[config.mk]
export PLATFORM = sky130hd
export DESIGN_NAME = ntt_poly_mult_seq
export DESIGN_NICKNAME = d
export VERILOG_FILES = /design/src/rtl/ntt_seq_pkg.sv /design/src/rtl/ntt_seq_butterfly.sv /design/src/rtl/ntt_poly_mult_seq.sv
export SDC_FILE = /design/constraint.sdc
export NUM_CORES = 1
export LEC_CHECK = 0
export CAP_MARGIN = 5
export CORE_ASPECT_RATIO = 1.75
export CORE_MARGIN = 3
export CORE_UTILIZATION = 65
export CTS_CLUSTER_DIAMETER = 30
export CTS_CLUSTER_SIZE = 28
export DETAILED_ROUTE_END_ITERATION = 12
export PLACE_DENSITY = 0.83
export SLEW_MARGIN = 20
export SYNTH_ARGS = -nofsm -noshare
export SYNTH_HDL_FRONTEND = slang
export SYNTH_SLANG_ARGS = --single-unit
[constraint.sdc]
create_clock -name clk -period 15.16 [get_ports clk]
set_input_delay 3.032 -clock clk [delete_from_list [all_inputs] [get_ports clk]]
set_output_delay 3.032 -clock clk [all_outputs]
set_load 0.05 [all_outputs]
[src/rtl/ntt_seq_pkg.sv]
// Shared types and elaboration-time arithmetic helpers for the sequential NTT multiplier.
package ntt_seq_pkg;

  typedef enum logic [3:0] {
    ST_IDLE,
    ST_LOAD_A,
    ST_LOAD_B,
    ST_XFORM_A,
    ST_XFORM_B,
    ST_PMUL,
    ST_PERM,
    ST_XFORM_I,
    ST_SCALE,
    ST_OUT
  } state_e;

  typedef enum logic [1:0] {
    MODE_MUL = 2'b00,
    MODE_FWD = 2'b01,
    MODE_INV = 2'b10,
    MODE_RSV = 2'b11
  } mode_e;

  function automatic int clog2(input int n);
    int r;
    r = 0;
    while ((1 << r) < n) r++;
    return r;
  endfunction

  function automatic int bitrev(input int x, input int bits);
    int r;
    r = 0;
    for (int i = 0; i < bits; i++) r = (r << 1) | ((x >> i) & 1);
    return r;
  endfunction

  function automatic int modadd(input int a, input int b, input int q);
    return (a + b) % q;
  endfunction

  function automatic int modsub(input int a, input int b, input int q);
    return (a - b + q) % q;
  endfunction

  function automatic int modmul(input int a, input int b, input int q);
    return int'((longint'(a) * longint'(b)) % longint'(q));
  endfunction

  function automatic int modpow(input int b, input int e, input int q);
    int r;
    r = 1;
    for (int i = 0; i < e; i++) r = modmul(r, b, q);
    return r;
  endfunction

endpackage

[src/rtl/ntt_seq_butterfly.sv]
// Combinational modular butterfly: (u, v, w) -> (u + v*w, u - v*w), all mod Q.
// With u = 0 the upper output is a plain modular product, which the top
// reuses for pointwise multiply and final scaling.
module ntt_butterfly_mod #(
  parameter int Q = 17,
  parameter int W = 5
) (
  input  logic [W-1:0] i_u,
  input  logic [W-1:0] i_v,
  input  logic [W-1:0] i_w,
  output logic [W-1:0] o_u,
  output logic [W-1:0] o_v
);

  logic [2*W-1:0] w_prod;
  logic [W-1:0]   w_t;
  logic [W:0]     w_sum;
  logic [W:0]     w_diff;

  assign w_prod = (2*W)'(i_v) * (2*W)'(i_w);
  assign w_t    = W'(w_prod % (2*W)'(Q));
  assign w_sum  = {1'b0, i_u} + {1'b0, w_t};
  assign w_diff = {1'b0, i_u} - {1'b0, w_t};

  // One conditional subtract for the sum, add Q back when the difference wrapped.
  always_comb begin
    o_u = (w_sum >= (W+1)'(Q)) ? W'(w_sum - (W+1)'(Q)) : W'(w_sum);
    o_v = (i_u < w_t) ? W'(w_diff + (W+1)'(Q)) : W'(w_diff);
  end

endmodule

[src/rtl/ntt_poly_mult_seq.sv]
// Sequential NTT cyclic polynomial multiplier, c = a*b mod (x^NPT - 1, Q).
// Coefficients are stored bit-reversed so every transform is an in-place DIT
// producing natural order; one butterfly serves all arithmetic phases.
module ntt_poly_mult_seq
  import ntt_seq_pkg::*;
#(
  parameter int Q         = 17,
  parameter int NPT       = 8,
  parameter int W         = 5,
  parameter int OMEGA     = 2,
  parameter int OMEGA_INV = 9,
  parameter int NPT_INV   = 15
) (
  input  logic         clk,
  input  logic         rst_n,
  input  logic [1:0]   mode,
  input  logic         in_valid,
  output logic         in_ready,
  input  logic [W-1:0] in_data,
  output logic         out_valid,
  input  logic         out_ready,
  output logic [W-1:0] out_data,
  output logic         out_last,
  output logic         busy
);

  localparam int LOGN = clog2(NPT);
  localparam int HALF = NPT / 2;
  localparam int TWB  = LOGN - 1;

  state_e          r_state, w_state_next;
  mode_e           r_mode, w_mode_next;
  logic [LOGN-1:0] r_idx, w_idx_next;
  logic [LOGN-1:0] r_stage, w_stage_next;
  logic [W-1:0]    r_a [NPT];
  logic [W-1:0]    r_b [NPT];

  logic [LOGN-1:0] w_idx_br, w_j, w_mask, w_pos, w_top, w_bot;
  logic [TWB-1:0]  w_tw_idx;
  logic [W-1:0]    w_tw_fwd [HALF];
  logic [W-1:0]    w_tw_inv [HALF];
  logic [W-1:0]    w_op_u, w_op_v, w_op_w, w_bf_u, w_bf_v;
  logic            w_accept, w_idx_last, w_bfly_last, w_stage_last;
  logic            w_a_we0, w_a_we1, w_b_we0, w_b_we1;
  logic [LOGN-1:0] w_wa0, w_wa1;
  logic [W-1:0]    w_wd0, w_wd1;

  // Twiddle tables folded to constants at elaboration.
  for (genvar gi = 0; gi < HALF; gi++) begin : g_tw
    localparam logic [W-1:0] TW_F = W'(modpow(OMEGA, gi, Q));
    localparam logic [W-1:0] TW_I = W'(modpow(OMEGA_INV, gi, Q));
    assign w_tw_fwd[gi] = TW_F;
    assign w_tw_inv[gi] = TW_I;
  end

  for (genvar gi = 0; gi < LOGN; gi++) begin : g_br
    assign w_idx_br[gi] = r_idx[LOGN-1-gi];
  end

  // Butterfly j of stage s: pos = j mod 2^s, top = (j - pos)*2 + pos, bot = top + 2^s.
  assign w_j      = {1'b0, r_idx[LOGN-2:0]};
  assign w_mask   = (LOGN'(1) << r_stage) - LOGN'(1);
  assign w_pos    = w_j & w_mask;
  assign w_top    = ((w_j & ~w_mask) << 1) | w_pos;
  assign w_bot    = w_top | (LOGN'(1) << r_stage);
  assign w_tw_idx = TWB'(w_pos << (LOGN'(LOGN-1) - r_stage));

  assign w_accept     = in_valid && in_ready;
  assign w_idx_last   = (r_idx == LOGN'(NPT-1));
  assign w_bfly_last  = (r_idx == LOGN'(HALF-1));
  assign w_stage_last = (r_stage == LOGN'(LOGN-1));

  assign in_ready  = (r_state == ST_IDLE) || (r_state == ST_LOAD_A) || (r_state == ST_LOAD_B);
  assign out_valid = (r_state == ST_OUT);
  assign out_last  = (r_state == ST_OUT) && w_idx_last;
  assign out_data  = (r_state == ST_OUT) ? r_a[r_idx] : '0;
  assign busy      = (r_state != ST_IDLE);

  // Route the right bank and coefficient source into the shared butterfly.
  always_comb begin
    w_op_u = r_a[w_top];
    w_op_v = r_a[w_bot];
    w_op_w = ((r_state == ST_XFORM_I) || (r_mode == MODE_INV)) ? w_tw_inv[w_tw_idx]
                                                                : w_tw_fwd[w_tw_idx];
    case (r_state)
      ST_XFORM_B: begin
        w_op_u = r_b[w_top];
        w_op_v = r_b[w_bot];
        w_op_w = w_tw_fwd[w_tw_idx];
      end
      ST_PMUL: begin
        w_op_u = '0;
        w_op_v = r_a[r_idx];
        w_op_w = r_b[r_idx];
      end
      ST_SCALE: begin
        w_op_u = '0;
        w_op_v = r_a[r_idx];
        w_op_w = W'(NPT_INV);
      end
      default: ;
    endcase
  end

  ntt_butterfly_mod #(.Q(Q), .W(W)) u_bfly (
    .i_u (w_op_u),
    .i_v (w_op_v),
    .i_w (w_op_w),
    .o_u (w_bf_u),
    .o_v (w_bf_v)
  );

  // Next-state, counter and register-file write control.
  always_comb begin
    w_state_next = r_state;
    w_mode_next  = r_mode;
    w_idx_next   = r_idx;
    w_stage_next = r_stage;
    w_a_we0 = 1'b0;
    w_a_we1 = 1'b0;
    w_b_we0 = 1'b0;
    w_b_we1 = 1'b0;
    w_wa0   = w_idx_br;
    w_wa1   = w_bot;
    w_wd0   = in_data;
    w_wd1   = w_bf_v;
    case (r_state)
      ST_IDLE: if (w_accept) begin
        if (mode == MODE_FWD)      w_mode_next = MODE_FWD;
        else if (mode == MODE_INV) w_mode_next = MODE_INV;
        else                       w_mode_next = MODE_MUL;
        w_a_we0      = 1'b1;
        w_idx_next   = r_idx + LOGN'(1);
        w_state_next = ST_LOAD_A;
      end
      ST_LOAD_A, ST_LOAD_B: if (w_accept) begin
        if (r_state == ST_LOAD_A) w_a_we0 = 1'b1;
        else                      w_b_we0 = 1'b1;
        if (w_idx_last) begin
          w_idx_next = '0;
          if (r_state == ST_LOAD_A && r_mode == MODE_MUL) w_state_next = ST_LOAD_B;
          else                                            w_state_next = ST_XFORM_A;
        end else begin
          w_idx_next = r_idx + LOGN'(1);
        end
      end
      ST_XFORM_A, ST_XFORM_B, ST_XFORM_I: begin
        w_wa0 = w_top;
        w_wd0 = w_bf_u;
        if (r_state == ST_XFORM_B) begin
          w_b_we0 = 1'b1;
          w_b_we1 = 1'b1;
        end else begin
          w_a_we0 = 1'b1;
          w_a_we1 = 1'b1;
        end
        if (!w_bfly_last) begin
          w_idx_next = r_idx + LOGN'(1);
        end else begin
          w_idx_next = '0;
          if (!w_stage_last) begin
            w_stage_next = r_stage + LOGN'(1);
          end else begin
            w_stage_next = '0;
            if (r_state == ST_XFORM_B)      w_state_next = ST_PMUL;
            else if (r_state == ST_XFORM_I) w_state_next = ST_SCALE;
            else if (r_mode == MODE_MUL)    w_state_next = ST_XFORM_B;
            else if (r_mode == MODE_FWD)    w_state_next = ST_OUT;
            else                            w_state_next = ST_SCALE;
          end
        end
      end
      ST_PMUL, ST_SCALE: begin
        w_wa0      = r_idx;
        w_wd0      = w_bf_u;
        w_a_we0    = 1'b1;
        w_idx_next = r_idx + LOGN'(1);
        if (w_idx_last) w_state_next = (r_state == ST_PMUL) ? ST_PERM : ST_OUT;
      end
      ST_PERM: begin
        // Each swap pair is handled once, from its lower index.
        w_wa0      = r_idx;
        w_wd0      = r_a[w_idx_br];
        w_wa1      = w_idx_br;
        w_wd1      = r_a[r_idx];
        w_a_we0    = (r_idx < w_idx_br);
        w_a_we1    = (r_idx < w_idx_br);
        w_idx_next = r_idx + LOGN'(1);
        if (w_idx_last) w_state_next = ST_XFORM_I;
      end
      ST_OUT: if (out_ready) begin
        w_idx_next = r_idx + LOGN'(1);
        if (w_idx_last) w_state_next = ST_IDLE;
      end
      default: w_state_next = ST_IDLE;
    endcase
  end

  // Control state register with asynchronous abort.
  always_ff @(posedge clk or negedge rst_n) begin
    if (!rst_n) begin
      r_state <= ST_IDLE;
      r_mode  <= MODE_MUL;
      r_idx   <= '0;
      r_stage <= '0;
    end else begin
      r_state <= w_state_next;
      r_mode  <= w_mode_next;
      r_idx   <= w_idx_next;
      r_stage <= w_stage_next;
    end
  end

  // Coefficient banks: two write ports each, contents need no reset.
  always_ff @(posedge clk) begin
    if (w_a_we0) r_a[w_wa0] <= w_wd0;
    if (w_a_we1) r_a[w_wa1] <= w_wd1;
    if (w_b_we0) r_b[w_wa0] <= w_wd0;
    if (w_b_we1) r_b[w_wa1] <= w_wd1;
  end

endmodule

==> run_summary.xml, run 1 <==
<?xml version="1.0" encoding="UTF-8"?>
<metrics>
  <group name="status">
    <metric name="outcome" unit="">finished clean</metric>
  </group>
  <group name="sta">
    <metric name="rsz0062_at_grt" unit="">false</metric>
    <metric name="tns" unit="ns">0</metric>
    <metric name="layout_worst_path_cycle_share" unit="%">87.61</metric>
    <metric name="slew_violations" unit="">0</metric>
    <metric name="final-hold-violation-count" unit="">0</metric>
    <metric name="worst_slew_pin_slew" unit="ns">1.166</metric>
    <metric name="maxSlewHeadroom" unit="%">22.00</metric>
    <metric name="period_minus_slack" unit="ns">13.28</metric>
    <metric name="setup_viol" unit="">0</metric>
    <metric name="timing.clock.skew" unit="ns">0.009172</metric>
    <metric name="maximum_operating_frequency" unit="MHz">75.29</metric>
  </group>
  <group name="placed_design">
    <metric name="place_inst" unit="">1182</metric>
    <metric name="number_of_input_and_output_port_buffers_inserted" unit="">19</metric>
    <metric name="dpl.hpwl" unit="um">22900</metric>
    <metric name="gp_congestion" unit="">1.068</metric>
  </group>
  <group name="grt">
    <metric name="vias_in_the_first_global_route" unit="">8894</metric>
    <metric name="routing_layer_with_the_top_usage_in_global_route" unit="">met2</metric>
    <metric name="grt_pass1_wl" unit="um">47480</metric>
    <metric name="gr-usage-met3" unit="%">7.711</metric>
    <metric name="grt_antenna_before_repair" unit="">0</metric>
    <metric name="grt_start_max_net_pins" unit="">41</metric>
    <metric name="globalRouteTotalUtil" unit="%">36.69</metric>
    <metric name="grt_util_met2" unit="%">62.50</metric>
    <metric name="globalRoute.totalOverflow" unit="">0</metric>
    <metric name="grt_util_met1" unit="%">38.25</metric>
  </group>
  <group name="clock_tree">
    <metric name="tritoncts_num_sinks" unit="">92</metric>
    <metric name="clk_pin_slew" unit="ns">0.08</metric>
    <metric name="cts-buffers-inserted" unit="">9</metric>
    <metric name="level_count_of_the_clock_h_tree" unit="">3</metric>
    <metric name="clock_tree.root_cell" unit="">sky130_fd_sc_hd__clkbuf_16</metric>
    <metric name="postCtsResizedCells" unit="">0</metric>
    <metric name="clock_tree.buffer_depth" unit="">2</metric>
    <metric name="post_cts_buffers" unit="">0</metric>
    <metric name="worstSkewPairLatency" unit="ns">0.36</metric>
    <metric name="ctsHoldBuffers" unit="">0</metric>
    <metric name="clock_tree_from_tritoncts" unit="">done</metric>
  </group>
  <group name="detailed_routing">
    <metric name="drt_first_iter_violations" unit="">1078</metric>
    <metric name="drt-pass1-iter-count" unit="">7</metric>
    <metric name="drt-total-wl" unit="um">30470</metric>
    <metric name="wire_per_inst" unit="um">25.43</metric>
    <metric name="drc" unit="">0</metric>
    <metric name="dr_total_vias" unit="">8957</metric>
    <metric name="detail-route-antenna-nets" unit="">0</metric>
    <metric name="via_per_inst" unit="">7.477</metric>
  </group>
  <group name="cells_and_area">
    <metric name="fin_nets" unit="">1078</metric>
    <metric name="num_antenna_cells" unit="">0</metric>
    <metric name="final-instance-count-excl-fill" unit="">1198</metric>
    <metric name="filler_cell_count" unit="">1108</metric>
    <metric name="area_delta_synth_final" unit="%">5.811</metric>
    <metric name="drive_above_1_share" unit="%">13.36</metric>
  </group>
  <group name="synth">
    <metric name="synth-adder-area-share" unit="%">7.722</metric>
    <metric name="most_common_cell_in_the_netlist" unit="">sky130_fd_sc_hd__nand2_1</metric>
    <metric name="post_syn_nets" unit="">1093</metric>
    <metric name="syn-instance-count" unit="">1028</metric>
    <metric name="ys_top_cells_by_area" unit="">sky130_fd_sc_hd__edfxtp_1, sky130_fd_sc_hd__mux4_2, sky130_fd_sc_hd__mux2i_1, sky130_fd_sc_hd__ha_1, sky130_fd_sc_hd__nand2_1</metric>
    <metric name="synthesis_warning_total" unit="">0</metric>
    <metric name="synthTopCellsByCount" unit="">sky130_fd_sc_hd__nand2_1, sky130_fd_sc_hd__nor2_1, sky130_fd_sc_hd__edfxtp_1</metric>
    <metric name="synth-seq-cells" unit="">92</metric>
    <metric name="multiplexer_share_of_the_synthesized_area" unit="%">22.23</metric>
    <metric name="synth_async_sr_flop_share" unit="%">13.04</metric>
    <metric name="yosysSeqAreaShare" unit="%">27.52</metric>
    <metric name="main_combinational_cell_family_by_area_after_synthesis" unit="">multiplexers</metric>
    <metric name="synth-edff-count" unit="">80</metric>
    <metric name="post_synth_xor_area_fraction" unit="%">2.829</metric>
    <metric name="synth-simple-area-share" unit="%">15.25</metric>
    <metric name="mappedNetlistArea" unit="um2">9819</metric>
    <metric name="synth_flop_cell" unit="">sky130_fd_sc_hd__edfxtp_1</metric>
    <metric name="post_synth_num_cell_types" unit="">98</metric>
    <metric name="fraction_of_the_mapped_netlist_area_in_compound_gates" unit="%">20.15</metric>
    <metric name="synth_top_cell_area_share" unit="%">24.46</metric>
    <metric name="netlist.top_cell.by_area" unit="">sky130_fd_sc_hd__edfxtp_1</metric>
    <metric name="avgSynthCellArea" unit="um2">9.552</metric>
  </group>
  <group name="setup_path">
    <metric name="required_time_reported_for_the_critical_path_endpoint" unit="ns">15.22</metric>
    <metric name="slowest_stage" unit="">sky130_fd_sc_hd__o22ai_2</metric>
    <metric name="cp.buffers_inverters" unit="">3</metric>
    <metric name="cp_max_fo" unit="">16</metric>
    <metric name="cp.arrival" unit="ns">13.34</metric>
    <metric name="crit_path_max_incr_delay" unit="ns">0.77</metric>
    <metric name="rr_worst_depth" unit="">48</metric>
    <metric name="crit_family" unit="">compound AO/OA/AOI/OAI gates</metric>
    <metric name="worstSetupPathType" unit="">reg2reg</metric>
    <metric name="timing.critical_path.mode_cell" unit="">sky130_fd_sc_hd__ha_1</metric>
    <metric name="critical_path.startpoint_type" unit="">flop</metric>
    <metric name="timing.critical_path.to_type" unit="">flop</metric>
    <metric name="path_depth" unit="">48</metric>
  </group>
  <group name="flow_run">
    <metric name="cap_viol_max_count" unit="">0</metric>
  </group>
  <group name="floorplanning">
    <metric name="die-height" unit="um">168.6</metric>
    <metric name="fp.dieArea" unit="um2">16680</metric>
    <metric name="core-area" unit="um2">14590</metric>
    <metric name="die-width" unit="um">98.91</metric>
    <metric name="pin_count" unit="">20</metric>
    <metric name="initial_core_util" unit="%">67.32</metric>
    <metric name="placementRows" unit="">58</metric>
  </group>
  <group name="worst_hold_path">
    <metric name="hold_class" unit="">reg2reg</metric>
    <metric name="worst_hold_path.num_cells" unit="">2</metric>
  </group>
</metrics>
kinds of logic (layout without fill, tap and decap cells):
logic type               Yosys count  after routing
AND/OR/NAND/NOR                  319            319
AO/OA/AOI/OAI                    287            287
multiplexers                     142            142
buffers and inverters            104             94
flip-flops                        92             92
adder cells (fa/ha/maj)           54             54
XOR/XNOR                          30             30
sequential cells by signal, indices dropped and copies added, names as in the netlist:
signal,cells
r_a,40
r_b,40
r_idx,3
r_mode,2
r_stage,3
r_state,4
cell type report:
type	count	area [um2]	share of cell area [%]
Inverter	46	172.7	1.662
Clock inverter	7	63.81	0.6142
Tap cell	180	225.2	2.168
Clock buffer	9	225.2	2.168
Timing Repair Buffer	32	287.8	2.770
Sequential cell	92	2704	26.02
Multi-Input combinational cell	832	6711	64.60
per-stage QoR:
| stage | area (um2) | util [%] | hold slack (ns) | worst slack [ns] |
|---|---|---|---|---|
| 2_1_floorplan | 9819 | - | 0.4972 | 3.390 |
| 3_3_place_gp | 10100 | 69.21 | 0.5338 | 2.252 |
| 3_5_place_dp | 10100 | 69.24 | 0.5550 | 1.946 |
| 4_1_cts | 10390 | 71.22 | 0.5740 | 1.867 |
| 5_1_grt | 10390 | 71.23 | 0.6146 | 0.9242 |
| 6_report | 10390 | 71.23 | 0.5832 | 1.878 |
layer usage:
| metal | routed length, um | vias to the layer above |
|---|---|---|
| li1 | - | 3879 |
| met1 | 9525 | 4248 |
| met2 | 15110 | 639 |
| met3 | 2744 | 191 |
| met4 | 3091 | 0 |
| met5 | 0 | - |
tightest hold or removal path: cells and delay by family (launching register included):
| kind | cells | cell delay, ns |
|---|---|---|
| DFF | 1 | 0.41 |
| and+or+nand+nor | 1 | 0.07 |
| AOI/OAI and AO/OA | 1 | 0.07 |
worst paths after layout:
check                        endpoint  slack, ns  startpoint
max in group asynchronous    r_idx[0]      11.72       rst_n
min reg2reg                r_stage[1]       0.58  r_stage[1]
max reg2reg                 r_b[4][0]       1.88  r_stage[0]
max                         r_b[4][0]       1.88  r_stage[0]
min                        r_stage[1]       0.58  r_stage[1]
min in group asynchronous    r_idx[2]       3.04       rst_n
layout by cell type (no fill, tap or decap), drive strengths merged, types with 35 or more instances in the layout:
cell | Yosys | layout
mux2i | 76 | 76
o21ai | 74 | 74
nor2 | 99 | 99
a31oi | 35 | 35
edfxtp | 80 | 80
a21oi | 50 | 50
nand2 | 107 | 107
mux4 | 60 | 60
ha | 43 | 43
inv | 46 | 52
Power of run 1 is left out: the tool's default activity adds up to more than one toggle a clock period on the data nets, which glitch-free logic cannot reach.
==> run 2, diff against run 1 <==
CORE_UTILIZATION = 66   (was 65)
CTS_BUF_LIST = sky130_fd_sc_hd__clkbuf_2 sky130_fd_sc_hd__clkbuf_4 sky130_fd_sc_hd__clkbuf_8   (was default)
PLACE_DENSITY = 0.84   (was 0.83)
==> run_summary.xml, run 2 (synthesis gave the netlist of run 1 again) <==
<?xml version="1.0" encoding="UTF-8"?>
<metrics>
  <group name="floorplanning">
    <metric name="die-width" unit="um">98.21</metric>
    <metric name="die-height" unit="um">167.4</metric>
    <metric name="placementRows" unit="">58</metric>
    <metric name="fp.dieArea" unit="um2">16440</metric>
    <metric name="pin_count" unit="">20</metric>
    <metric name="initial_core_util" unit="%">68.00</metric>
    <metric name="core-area" unit="um2">14440</metric>
  </group>
  <group name="placed_design">
    <metric name="gp_congestion" unit="">1.097</metric>
    <metric name="dpl-instance-area" unit="um2">10110</metric>
    <metric name="number_of_input_and_output_port_buffers_inserted" unit="">19</metric>
    <metric name="preCtsSetupSlack" unit="ns">2.220</metric>
    <metric name="place_inst" unit="">1184</metric>
    <metric name="dpl.hpwl" unit="um">22780</metric>
  </group>
  <group name="setup_path">
    <metric name="cp_max_fo" unit="">16</metric>
    <metric name="rr_worst_depth" unit="">46</metric>
    <metric name="ff2ff_setup_slack" unit="ns">1.69</metric>
    <metric name="worstSetupPathType" unit="">reg2reg</metric>
    <metric name="cp.buffers_inverters" unit="">3</metric>
    <metric name="cp.arrival" unit="ns">13.56</metric>
    <metric name="required_time_reported_for_the_critical_path_endpoint" unit="ns">15.24</metric>
    <metric name="reg2reg_from" unit="">r_stage[0]</metric>
    <metric name="crit_start" unit="">r_stage[0]</metric>
    <metric name="crit_path_max_incr_delay" unit="ns">0.85</metric>
    <metric name="slowest_stage" unit="">sky130_fd_sc_hd__mux2i_2</metric>
    <metric name="timing.critical_path.mode_cell" unit="">sky130_fd_sc_hd__ha_1</metric>
    <metric name="crit_family" unit="">compound AO/OA/AOI/OAI gates</metric>
    <metric name="worst_setup_path_endpoint" unit="">r_b[5][3]</metric>
    <metric name="timing.critical_path.to_type" unit="">flop</metric>
    <metric name="path_depth" unit="">46</metric>
    <metric name="endpoint_of_the_worst_register_to_register_path" unit="">r_b[5][3]</metric>
    <metric name="critical_path.startpoint_type" unit="">flop</metric>
  </group>
  <group name="cells_and_area">
    <metric name="drive_above_1_share" unit="%">13.33</metric>
    <metric name="final-instance-count-excl-fill" unit="">1200</metric>
    <metric name="fin_nets" unit="">1080</metric>
    <metric name="area_delta_synth_final" unit="%">4.842</metric>
    <metric name="most_common_cell_after_layout_fill_and_taps_aside" unit="">sky130_fd_sc_hd__nand2_1</metric>
    <metric name="layout_common_cells" unit="">sky130_fd_sc_hd__nand2_1, sky130_fd_sc_hd__nor2_1, sky130_fd_sc_hd__edfxtp_1</metric>
    <metric name="biggestRegsByFlops" unit="">r_a: 40 flops, r_b: 40 flops, r_state: 4 flops</metric>
    <metric name="layout.cell_area.non_filler" unit="um2">10290</metric>
    <metric name="num_antenna_cells" unit="">0</metric>
  </group>
  <group name="grt">
    <metric name="grt_antenna_before_repair" unit="">0</metric>
    <metric name="routing_layer_with_the_top_usage_in_global_route" unit="">met2</metric>
    <metric name="grt_util_met2" unit="%">64.78</metric>
    <metric name="gr-usage-met3" unit="%">5.961</metric>
    <metric name="globalRouteTotalUtil" unit="%">36.09</metric>
    <metric name="grt_start_max_net_pins" unit="">30</metric>
    <metric name="grt_pass1_wl" unit="um">46690</metric>
    <metric name="globalRoute.totalOverflow" unit="">0</metric>
    <metric name="vias_in_the_first_global_route" unit="">8819</metric>
    <metric name="grt_util_met1" unit="%">37.67</metric>
  </group>
  <group name="clock_tree">
    <metric name="tritoncts_num_sinks" unit="">92</metric>
    <metric name="worstSkewPairLatency" unit="ns">0.38</metric>
    <metric name="level_count_of_the_clock_h_tree" unit="">3</metric>
    <metric name="post_cts_buffers" unit="">0</metric>
    <metric name="clock_tree.buffer_depth" unit="">2</metric>
    <metric name="clock_tree_from_tritoncts" unit="">done</metric>
    <metric name="clk_pin_slew" unit="ns">0.11</metric>
    <metric name="cts-buffers-inserted" unit="">9</metric>
    <metric name="ctsHoldBuffers" unit="">0</metric>
    <metric name="clock_tree.root_cell" unit="">sky130_fd_sc_hd__clkbuf_8</metric>
    <metric name="postCtsResizedCells" unit="">0</metric>
  </group>
  <group name="detailed_routing">
    <metric name="dr_total_vias" unit="">8785</metric>
    <metric name="drt_first_iter_violations" unit="">887</metric>
    <metric name="drt-pass1-iter-count" unit="">6</metric>
    <metric name="detail-route-antenna-nets" unit="">0</metric>
    <metric name="via_per_inst" unit="">7.321</metric>
    <metric name="wire_per_inst" unit="um">24.42</metric>
    <metric name="drc" unit="">0</metric>
    <metric name="drt-total-wl" unit="um">29300</metric>
  </group>
  <group name="sta">
    <metric name="worst_slack" unit="ns">1.685</metric>
    <metric name="tns" unit="ns">0</metric>
    <metric name="setup_viol" unit="">0</metric>
    <metric name="maximum_operating_frequency" unit="MHz">74.21</metric>
    <metric name="period_minus_slack" unit="ns">13.47</metric>
    <metric name="worst_slew_pin_slew" unit="ns">1.010</metric>
    <metric name="slew_violations" unit="">0</metric>
    <metric name="layout_worst_path_cycle_share" unit="%">88.88</metric>
    <metric name="rsz0062_at_grt" unit="">false</metric>
    <metric name="maxSlewHeadroom" unit="%">31.95</metric>
    <metric name="final-hold-violation-count" unit="">0</metric>
    <metric name="timing.clock.skew" unit="ns">0.01724</metric>
  </group>
  <group name="flow_run">
    <metric name="cap_viol_max_count" unit="">0</metric>
  </group>
  <group name="status">
    <metric name="outcome" unit="">finished clean</metric>
  </group>
  <group name="worst_hold_path">
    <metric name="hold_class" unit="">reg2reg</metric>
    <metric name="worst_hold_path.num_cells" unit="">2</metric>
  </group>
</metrics>
## run 2: layout make-up
class | instances | area (um2)
clock buffers | 9 | 123.9
fillers | 1101 | 4146
well taps | 180 | 225.2
repair buffers | 34 | 302.8
clock inverters | 7 | 61.31
multi-input cells | 832 | 6705
flip-flops and latches | 92 | 2704
inverters | 46 | 172.7
## run 2: per-layer routing
| layer | wire (um) | part of all wire, % |
|---|---|---|
| met5 | 0 | 0 |
| met2 | 15390 | 53 |
| met1 | 9277 | 32 |
| met4 | 2341 | 8.0 |
| met3 | 2295 | 7.8 |
## run 2: how the worst min path moves through the flow
stage	to	from	slack, ns
final	r_mode[1]	r_mode[1]	0.58
after global routing	r_stage[1]	r_stage[1]	0.62
after CTS	r_stage[1]	r_stage[1]	0.58
after detailed placement	r_stage[1]	r_stage[1]	0.56
after global placement	r_stage[1]	r_stage[1]	0.54
after floorplan	r_stage[1]	r_stage[1]	0.50
## run 2: worst min-delay path: cells and delay by family, from the launching register on
kind	cells	cell delay, ns
DFF	1	0.43
and+or+nand+nor	1	0.06
AOI/OAI and AO/OA	1	0.06
## run 2: through the flow
step	util (%)	hold WS, ns
global placement	69.99	0.5424
floorplan	-	0.4972
CTS	71.27	0.5789
detailed placement	69.99	0.5569
finish	71.29	0.5800
global route	71.29	0.6197
Power of run 2 is left out for the same reason.
==> run 3, diff against run 2 <==
HOLD_SLACK_MARGIN = 0.06   (was default)
SLEW_MARGIN = default   (was 20)
==> run_summary.xml, run 3 (synthesis gave the netlist of run 1 again) <==
<?xml version="1.0" encoding="UTF-8"?>
<metrics>
  <group name="sta">
    <metric name="final-hold-violation-count" unit="">0</metric>
    <metric name="maximum_operating_frequency" unit="MHz">74.06</metric>
    <metric name="timing.clock.skew" unit="ns">0.01926</metric>
    <metric name="slew_violations" unit="">0</metric>
    <metric name="tns" unit="ns">0</metric>
    <metric name="setup_viol" unit="">0</metric>
    <metric name="worst_slew_pin_slew" unit="ns">1.267</metric>
    <metric name="period_minus_slack" unit="ns">13.50</metric>
    <metric name="maxSlewHeadroom" unit="%">15.22</metric>
    <metric name="layout_worst_path_cycle_share" unit="%">89.07</metric>
    <metric name="rsz0062_at_grt" unit="">false</metric>
  </group>
  <group name="setup_path">
    <metric name="worstSetupPathType" unit="">reg2reg</metric>
    <metric name="critical_path.startpoint_type" unit="">flop</metric>
    <metric name="timing.critical_path.to_type" unit="">flop</metric>
    <metric name="required_time_reported_for_the_critical_path_endpoint" unit="ns">15.37</metric>
    <metric name="ff2ff_setup_slack" unit="ns">1.66</metric>
    <metric name="crit_path_max_incr_delay" unit="ns">0.94</metric>
    <metric name="slowest_stage" unit="">sky130_fd_sc_hd__nor2_1</metric>
    <metric name="timing.critical_path.mode_cell" unit="">sky130_fd_sc_hd__ha_1</metric>
    <metric name="cp_max_fo" unit="">15</metric>
    <metric name="cp.arrival" unit="ns">13.72</metric>
  </group>
  <group name="clock_tree">
    <metric name="worstSkewPairLatency" unit="ns">0.39</metric>
    <metric name="post_cts_buffers" unit="">0</metric>
    <metric name="clock_tree.buffer_depth" unit="">2</metric>
    <metric name="level_count_of_the_clock_h_tree" unit="">3</metric>
    <metric name="clk_pin_slew" unit="ns">0.11</metric>
    <metric name="ctsHoldBuffers" unit="">0</metric>
    <metric name="clock_tree_from_tritoncts" unit="">done</metric>
    <metric name="cts-buffers-inserted" unit="">9</metric>
    <metric name="postCtsResizedCells" unit="">0</metric>
    <metric name="tritoncts_num_sinks" unit="">92</metric>
    <metric name="clock_tree.root_cell" unit="">sky130_fd_sc_hd__clkbuf_8</metric>
  </group>
  <group name="flow_run">
    <metric name="cap_viol_max_count" unit="">0</metric>
  </group>
  <group name="floorplanning">
    <metric name="core-area" unit="um2">14440</metric>
    <metric name="die-width" unit="um">98.21</metric>
    <metric name="pin_count" unit="">20</metric>
    <metric name="fp.dieArea" unit="um2">16440</metric>
    <metric name="die-height" unit="um">167.4</metric>
    <metric name="placementRows" unit="">58</metric>
    <metric name="initial_core_util" unit="%">68.00</metric>
  </group>
  <group name="cells_and_area">
    <metric name="final-instance-count-excl-fill" unit="">1200</metric>
    <metric name="num_antenna_cells" unit="">0</metric>
    <metric name="drive_above_1_share" unit="%">13.24</metric>
    <metric name="area_delta_synth_final" unit="%">4.817</metric>
    <metric name="layout_common_cells" unit="">sky130_fd_sc_hd__nand2_1, sky130_fd_sc_hd__nor2_1, sky130_fd_sc_hd__edfxtp_1</metric>
    <metric name="biggestRegsByFlops" unit="">r_a: 40 flops, r_b: 40 flops, r_state: 4 flops</metric>
    <metric name="most_common_cell_after_layout_fill_and_taps_aside" unit="">sky130_fd_sc_hd__nand2_1</metric>
    <metric name="fin_nets" unit="">1080</metric>
  </group>
  <group name="placed_design">
    <metric name="number_of_input_and_output_port_buffers_inserted" unit="">19</metric>
    <metric name="dpl.hpwl" unit="um">22780</metric>
    <metric name="place_inst" unit="">1184</metric>
    <metric name="gp_congestion" unit="">1.097</metric>
  </group>
  <group name="grt">
    <metric name="grt_pass1_wl" unit="um">46690</metric>
    <metric name="globalRouteTotalUtil" unit="%">36.09</metric>
    <metric name="grt_start_max_net_pins" unit="">30</metric>
    <metric name="grt_antenna_before_repair" unit="">0</metric>
    <metric name="globalRoute.totalOverflow" unit="">0</metric>
    <metric name="vias_in_the_first_global_route" unit="">8819</metric>
  </group>
  <group name="detailed_routing">
    <metric name="wire_per_inst" unit="um">24.37</metric>
    <metric name="drt-total-wl" unit="um">29240</metric>
    <metric name="detail-route-antenna-nets" unit="">0</metric>
    <metric name="via_per_inst" unit="">7.321</metric>
    <metric name="dr_total_vias" unit="">8785</metric>
    <metric name="drt-pass1-iter-count" unit="">6</metric>
    <metric name="drc" unit="">0</metric>
    <metric name="drt_first_iter_violations" unit="">893</metric>
  </group>
  <group name="worst_hold_path">
    <metric name="hold_class" unit="">reg2reg</metric>
  </group>
  <group name="status">
    <metric name="outcome" unit="">finished clean</metric>
  </group>
</metrics>
==> run 3: metrics by stage <==
| step | utilization (%) | hold slack, ns | instance area [um2] | worst slack, ns |
|---|---|---|---|---|
| after floorplan | - | 0.4972 | 9819 | 3.390 |
| after global placement | 69.99 | 0.5424 | 10110 | 2.517 |
| after detailed placement | 69.99 | 0.5569 | 10110 | 2.220 |
| after CTS | 71.27 | 0.5789 | 10290 | 2.060 |
| after global routing | 71.27 | 0.6197 | 10290 | 0.8641 |
| final | 71.27 | 0.5800 | 10290 | 1.657 |
==> run 3: path summary, 6_finish.rpt <==
| path | startpoint | end | cells after the start |
|---|---|---|---|
| worst max-delay path | r_stage[0] | r_b[5][3] | 46 |
| worst min-delay path | r_mode[1] | r_mode[1] | 2 |
| worst max register to register | r_stage[0] | r_b[5][3] | 46 |
| worst min register to register | r_mode[1] | r_mode[1] | 2 |
| max in group asynchronous | rst_n | r_idx[0] | 1 |
| min in group asynchronous | rst_n | r_idx[1] | 1 |
==> run 3: critical path, delay by kind of cell, from the launching register on <==
family	cells	cell delay, ns
and+or+nand+nor	10	2.87
AOI/OAI and AO/OA	18	4.31
DFF	1	0.53
muxes	3	1.36
xor gates and xnor gates	3	0.65
buffers and inverters	4	0.62
adders and majority gates	8	2.97
==> run 3: cell type report <==
cell class,count,area (um2)
Timing Repair Buffer,34,302.8
Clock inverter,7,61.31
Sequential cell,92,2704
Inverter,46,172.7
Tap cell,180,225.2
Clock buffer,9,123.9
Multi-Input combinational cell,832,6703
Fill cell,1102,4149
==> run 3: layer usage <==
layer	vias up	global-route usage [%]	part of all wire, %
met4	0	25.21	8.2
met5	-	0	0
met3	172	5.961	7.8
li1	3894	-	-
met1	4119	37.67	32
met2	600	64.78	52
Power of run 3 is left out for the same reason.
